[src/rtl/imem_loadable.sv]
// Loadable instruction store: sequential loader port fills the array,
// then a registered valid/ready fetch port serves the pipeline.
module imem_loadable #(
    parameter int N      = 32,
    parameter int DEPTH  = 64,
    parameter int ADDR_W = $clog2(DEPTH)
) (
    input  logic              clk,
    input  logic              reset_n,
    input  logic              ld_valid,
    input  logic [N-1:0]      ld_data,
    input  logic              ld_last,
    output logic              ld_ready,
    output logic              ld_done,
    input  logic              reload,
    input  logic              req_valid,
    input  logic [ADDR_W-1:0] req_addr,
    output logic              req_ready,
    output logic              rsp_valid,
    output logic [N-1:0]      rsp_data,
    output logic              rsp_oob,
    input  logic              rsp_ready,
    output logic [ADDR_W:0]   prog_len
);

    typedef enum logic {LOAD, RUN} state_t;

    state_t            state;
    state_t            state_nx;
    logic [ADDR_W-1:0] wr_ptr;
    logic              reload_pend;
    logic [N-1:0]      mem [DEPTH];

    logic ld_fire;
    logic ld_end;
    logic accept;
    logic rsp_free;
    logic drain;
    logic oob;

    assign rsp_free = !rsp_valid || rsp_ready;
    assign ld_fire  = ld_valid && ld_ready;
    assign ld_end   = ld_fire &&
                      (ld_last || wr_ptr == ADDR_W'(DEPTH - 1));
    assign accept   = req_valid && req_ready;
    assign oob      = {1'b0, req_addr} >= prog_len;
    // Leave RUN only once the in-flight response is gone or retiring.
    assign drain    = (state == RUN) && reload_pend && rsp_free;

    always_ff @(posedge clk or negedge reset_n) begin
        if (!reset_n) begin
            state <= LOAD;
        end else begin
            state <= state_nx;
        end
    end

    always_comb begin
        state_nx = state;
        unique case (state)
            LOAD: if (ld_end) state_nx = RUN;
            RUN:  if (drain)  state_nx = LOAD;
            default: state_nx = LOAD;
        endcase
    end

    always_comb begin
        ld_ready  = (state == LOAD);
        req_ready = (state == RUN) && !reload_pend && rsp_free;
    end

    always_ff @(posedge clk or negedge reset_n) begin
        if (!reset_n) begin
            wr_ptr      <= '0;
            prog_len    <= '0;
            reload_pend <= 1'b0;
            ld_done     <= 1'b0;
        end else begin
            ld_done <= ld_end;
            if (drain) begin
                wr_ptr      <= '0;
                prog_len    <= '0;
                reload_pend <= 1'b0;
            end else begin
                if (ld_fire) begin
                    wr_ptr   <= wr_ptr + 1'b1;
                    prog_len <= {1'b0, wr_ptr} + 1'b1;
                end
                if (state == RUN && reload) begin
                    reload_pend <= 1'b1;
                end
            end
        end
    end

    always_ff @(posedge clk) begin
        if (ld_fire) begin
            mem[wr_ptr] <= ld_data;
        end
    end

    always_ff @(posedge clk or negedge reset_n) begin
        if (!reset_n) begin
            rsp_valid <= 1'b0;
            rsp_data  <= '0;
            rsp_oob   <= 1'b0;
        end else if (accept) begin
            rsp_valid <= 1'b1;
            rsp_oob   <= oob;
            rsp_data  <= oob ? '0 : mem[req_addr];
        end else if (rsp_valid && rsp_ready) begin
            rsp_valid <= 1'b0;
        end
    end

endmodule

[config.mk]
export PLATFORM = sky130hd
export DESIGN_NAME = imem_loadable
export DESIGN_NICKNAME = d
export VERILOG_FILES = /design/src/rtl/imem_loadable.sv
export SDC_FILE = /design/constraint.sdc
export NUM_CORES = 2
export LEC_CHECK = 0
export ABC_AREA = 0
export BUFFER_PORTS_ARGS = -buffer_cell sky130_fd_sc_hd__buf_4
export CORE_MARGIN = 4
export CORE_UTILIZATION = 47
export DETAILED_ROUTE_END_ITERATION = 16
export PLACE_DENSITY = 0.7
export SLEW_MARGIN = 15
export SYNTH_ARGS = -nofsm -noshare
export SYNTH_HDL_FRONTEND = slang
export SYNTH_SLANG_ARGS = --single-unit
[constraint.sdc]
create_clock -name clk -period 4.66 [get_ports clk]
set_clock_uncertainty 0.05 [all_clocks]
set_input_delay 0.699 -clock clk [delete_from_list [all_inputs] [get_ports clk]]
set_output_delay 0.699 -clock clk [all_outputs]
set_load 0.05 [all_outputs]
==> metrics.log <==
[metrics] status: finished clean
[metrics] final hold violation count: 0
[metrics] global-route wire length before repair: 300000 um
[metrics] GR Overflow Total: 0
[metrics] number of ports placed on the die boundary: 89
[metrics] DP Wirelength: 119000 um
[metrics] clock buffer count from CTS: 197
[metrics] total of max-cap violations: 0
[metrics] register clock-pin slew on the reported worst setup and hold paths: 0.06 ns
[metrics] antenna violations before repair: 14
[metrics] post-route DRC violation count: 0
[metrics] startpoint-to-endpoint class of the critical path: reg2reg
[metrics] largest fanout of any net on the critical path: 32
[metrics] number of global-route vias before repair: 39.8k
[metrics] Via Count: 39.7k
[metrics] drt pass-1 iters: 6
[metrics] WP data required: 5.06 ns
[metrics] family with the most delay on the worst path: simple AND/OR/NAND/NOR gates
[metrics] slew at the pin closest to its max-slew limit: 1.00 ns
[metrics] number of enable flip-flop cells after synthesis: 2048
[metrics] TritonCTS clock tree: built
[metrics] largest net degree at the start of global routing: 85
[metrics] final core utilization: 53.6%
[metrics] shortest clock period the worst path allows after layout: 3.32 ns
[metrics] ordered cell list for the critical path: inv_1 -> nand2_1 -> nor2_1 -> nand3_1 -> nor2_4 -> buf_4
[metrics] capturing element type of the critical path: flip-flop
[metrics] netlist area before placement: 80300 sq um
[metrics] sequential element share of the synthesized area: 78.0%
[metrics] area of the core region: 170000 sq um
[metrics] count of unique library cells instantiated by Yosys: 54
[metrics] clk_lat worst skew: 0.83 ns
[metrics] Worst setup SP type: flip-flop
[metrics] number of buffers and inverters on the critical path: 2
[metrics] endpoint of the most critical register-to-register path: mem[30][1]
[metrics] Post-Synthesis Cells: 3552
[metrics] Worst Hold Path Cells: 3
[metrics] summed negative setup slack over all endpoints: 0 ns
[metrics] Setup Viol. Count Final: 0
[metrics] ratio of cells with drive above 1 in the final layout: 28.7%
[metrics] buffer levels on the longest clock path: 3
[metrics] final clock period utilization by the worst path: 71.3%
[metrics] I/O Buffers: 88
[metrics] main flop type after synthesis: sky130_fd_sc_hd__edfxtp_1
[metrics] antenna violation net count after detailed routing: 0
[metrics] PD cells: 439 nW/um^2
[metrics] reg-to-reg slack, setup: 1.34 ns
[metrics] Hold Path Class: in2reg
[metrics] Worst R2R Path Depth: 6
[metrics] number of nets in the final layout: 3853
[metrics] FFs w/ async S/R, synth: 2.10%
[metrics] synthesized area divided by synthesized cell count: 22.6 sq um
[metrics] Die Span Y: 421 um
[metrics] hold wc startpoint: ld_last
[metrics] Max transition margin: 33.2%
[metrics] Peak Freq: 301 MHz
[metrics] delay of the slowest cell on the worst path: 0.80 ns
[metrics] x dimension of the die: 421 um
[metrics] clk sinks: 2092
[metrics] Peak supply drop: 0.383 mV
[metrics] number of warning messages in the yosys log: 0
[metrics] max-slew violation total from the final report: 0
[metrics] total wirelength of the detailed-routed design: 210000 um
[metrics] library cell contributing the largest single delay on the critical path: sky130_fd_sc_hd__nand3_1
[metrics] final RePlAce weighted congestion: 0.815
[metrics] endpoint of the worst hold-timing path: ld_done
[metrics] launching point of the worst reg2reg path: state
[metrics] synthesis-to-finish area growth: 13.3%
[metrics] Yosys reg bits: 2092
[metrics] DR iter-0 viols: 5737
[metrics] die area: 177000 sq um
[metrics] arrival time of the worst setup path: 3.72 ns
[metrics] average wire per standard cell: 33.9 um
[metrics] number of rows in the core area: 151
[metrics] synthesized netlist net count: 3604
[metrics] total global routing track utilization: 23.7%
[metrics] CTS root buf: sky130_fd_sc_hd__clkbuf_16
[metrics] total leakage power: 28.6 nW
[metrics] starting utilization of the core area: 47.3%
[metrics] via-per-instance ratio: 6.41
[metrics] H-tree levels: 4
[metrics] unrepaired setup endpoints after global routing: no
-- routing by layer --
layer / GRT usage [%] / vias up / wire [um]
met1: 31.9 / 21146 / 76600
met5: 0 / - / 40
met3: 6.21 / 468 / 23600
met2: 37.2 / 2523 / 101000
met4: 9.50 / 6 / 8680
li1: - / 15544 / -
-- final cells by class --
type / count / area, sq um
sequential: 2092 / 62600
inverter: 8 / 35.0
timing repair buffer: 236 / 2180
clock inverter: 106 / 983
antenna: 7 / 17.5
tap: 2218 / 2780
clock buffer: 260 / 5310
multi-input combinational: 1266 / 17100
fill: 12590 / 78700
-- synthesized netlist by cell type (all sizes together) (4+ instances only) --
cell type / instances / area share (%)
o22ai: 15 / 0.12
mux4: 535 / 15
a22oi: 49 / 0.46
a221oi: 18 / 0.20
nor3: 11 / 0.069
o21ai: 22 / 0.14
edfxtp: 2048 / 77
nand4: 16 / 0.12
clkbuf: 53 / 0.25
nand2: 138 / 0.65
nand2b: 9 / 0.070
and2: 4 / 0.031
ha: 7 / 0.11
nor2b: 25 / 0.19
a211oi: 20 / 0.19
dfrtp: 44 / 1.4
inv: 8 / 0.037
xnor2: 4 / 0.044
mux2: 19 / 0.27
o2111ai: 4 / 0.044
o211ai: 12 / 0.11
mux2i: 96 / 1.2
buf: 133 / 1.1
a21oi: 54 / 0.34
nor2: 108 / 0.51
nand3: 62 / 0.39
a31oi: 5 / 0.039
-- sequential cells by signal (all words and copies together) (netlist names) --
name / cells
rsp_data: 32
state: 1
reload_pend: 1
rsp_oob: 1
prog_len: 7
mem: 2048
rsp_valid: 1
ld_done: 1
-- kinds of logic after synthesis --
logic type	share of synthesized area, %
compound gates	1.84
xor+xnor	0.0436
fa+ha+maj	0.109
buf+inv	1.39
flops	78.0
mux	16.5
simple gates	2.16
-- power by group --
group	leakage, nW	total [W]	internal, W	switching [W]
Combinational	6.48	0.00302	0.000968	0.00205
Sequential	19.0	0.0213	0.0210	0.000340
Clock	3.09	0.0156	0.00877	0.00686
-- worst min-delay path, stage by stage --
cell	delay [ns]
sky130_fd_sc_hd__buf_4	0.08
sky130_fd_sc_hd__nor2_1	0.04
sky130_fd_sc_hd__nor2_1	0.08
-- per-stage QoR --
stage               area, sq um  hold slack, ns  setup slack (ns)  cells  power [W]
CTS                       90900          0.0180              1.37   6186     0.0402
floorplan                 80300           0.353             0.532   3552     0.0232
detailed placement        84600           0.510             0.817   5819     0.0247
global placement          84600           0.478             0.821   5819     0.0247
finish                    91000          0.0690              1.34   6193     0.0400
global route              91000          0.0604              1.30   6189     0.0412
-- worst max-delay path by stage --
stage               depth (start not counted)           to        start
floorplan                                   5   mem[49][0]     ld_valid
global placement                            7  rsp_data[4]  req_addr[0]
detailed placement                          7  rsp_data[4]  req_addr[0]
CTS                                         6  mem[62][14]        state
global route                                6  mem[22][22]        state
finish                                      6   mem[30][1]        state
-- placed cells by master (no fill, tap or decap), types with 5 or more instances in the layout --
| cell type | count |
|---|---|
| sky130_fd_sc_hd__a211oi_1 | 20 |
| sky130_fd_sc_hd__a21oi_1 | 54 |
| sky130_fd_sc_hd__a221oi_1 | 18 |
| sky130_fd_sc_hd__a22oi_1 | 49 |
| sky130_fd_sc_hd__a31oi_1 | 5 |
| sky130_fd_sc_hd__buf_12 | 31 |
| sky130_fd_sc_hd__buf_4 | 201 |
| sky130_fd_sc_hd__bufinv_16 | 13 |
| sky130_fd_sc_hd__clkbuf_1 | 54 |
| sky130_fd_sc_hd__clkbuf_16 | 202 |
| sky130_fd_sc_hd__clkinv_1 | 39 |
| sky130_fd_sc_hd__clkinv_2 | 40 |
| sky130_fd_sc_hd__dfrtp_1 | 44 |
| sky130_fd_sc_hd__diode_2 | 7 |
| sky130_fd_sc_hd__edfxtp_1 | 2048 |
| sky130_fd_sc_hd__ha_1 | 7 |
| sky130_fd_sc_hd__inv_1 | 6 |
| sky130_fd_sc_hd__mux2_2 | 19 |
| sky130_fd_sc_hd__mux2i_1 | 96 |
| sky130_fd_sc_hd__mux4_2 | 535 |
| sky130_fd_sc_hd__nand2_1 | 138 |
| sky130_fd_sc_hd__nand2b_1 | 9 |
| sky130_fd_sc_hd__nand3_1 | 62 |
| sky130_fd_sc_hd__nand4_1 | 16 |
| sky130_fd_sc_hd__nor2_1 | 42 |
| sky130_fd_sc_hd__nor2_4 | 62 |
| sky130_fd_sc_hd__nor2b_1 | 25 |
| sky130_fd_sc_hd__nor3_1 | 9 |
| sky130_fd_sc_hd__o211ai_1 | 12 |
| sky130_fd_sc_hd__o21ai_0 | 15 |
| sky130_fd_sc_hd__o21ai_1 | 7 |
| sky130_fd_sc_hd__o22ai_1 | 15 |
-- what timing repair did --
| action | 4_1_cts | 5_1_grt |
|---|---|---|
| resized for setup | 0 | 0 |
| setup buffers | 0 | 0 |
| hold buffers | 1 | 0 |
| endpoints found under the hold margin | 44 | 0 |
Power figures use the tool's default switching activity.
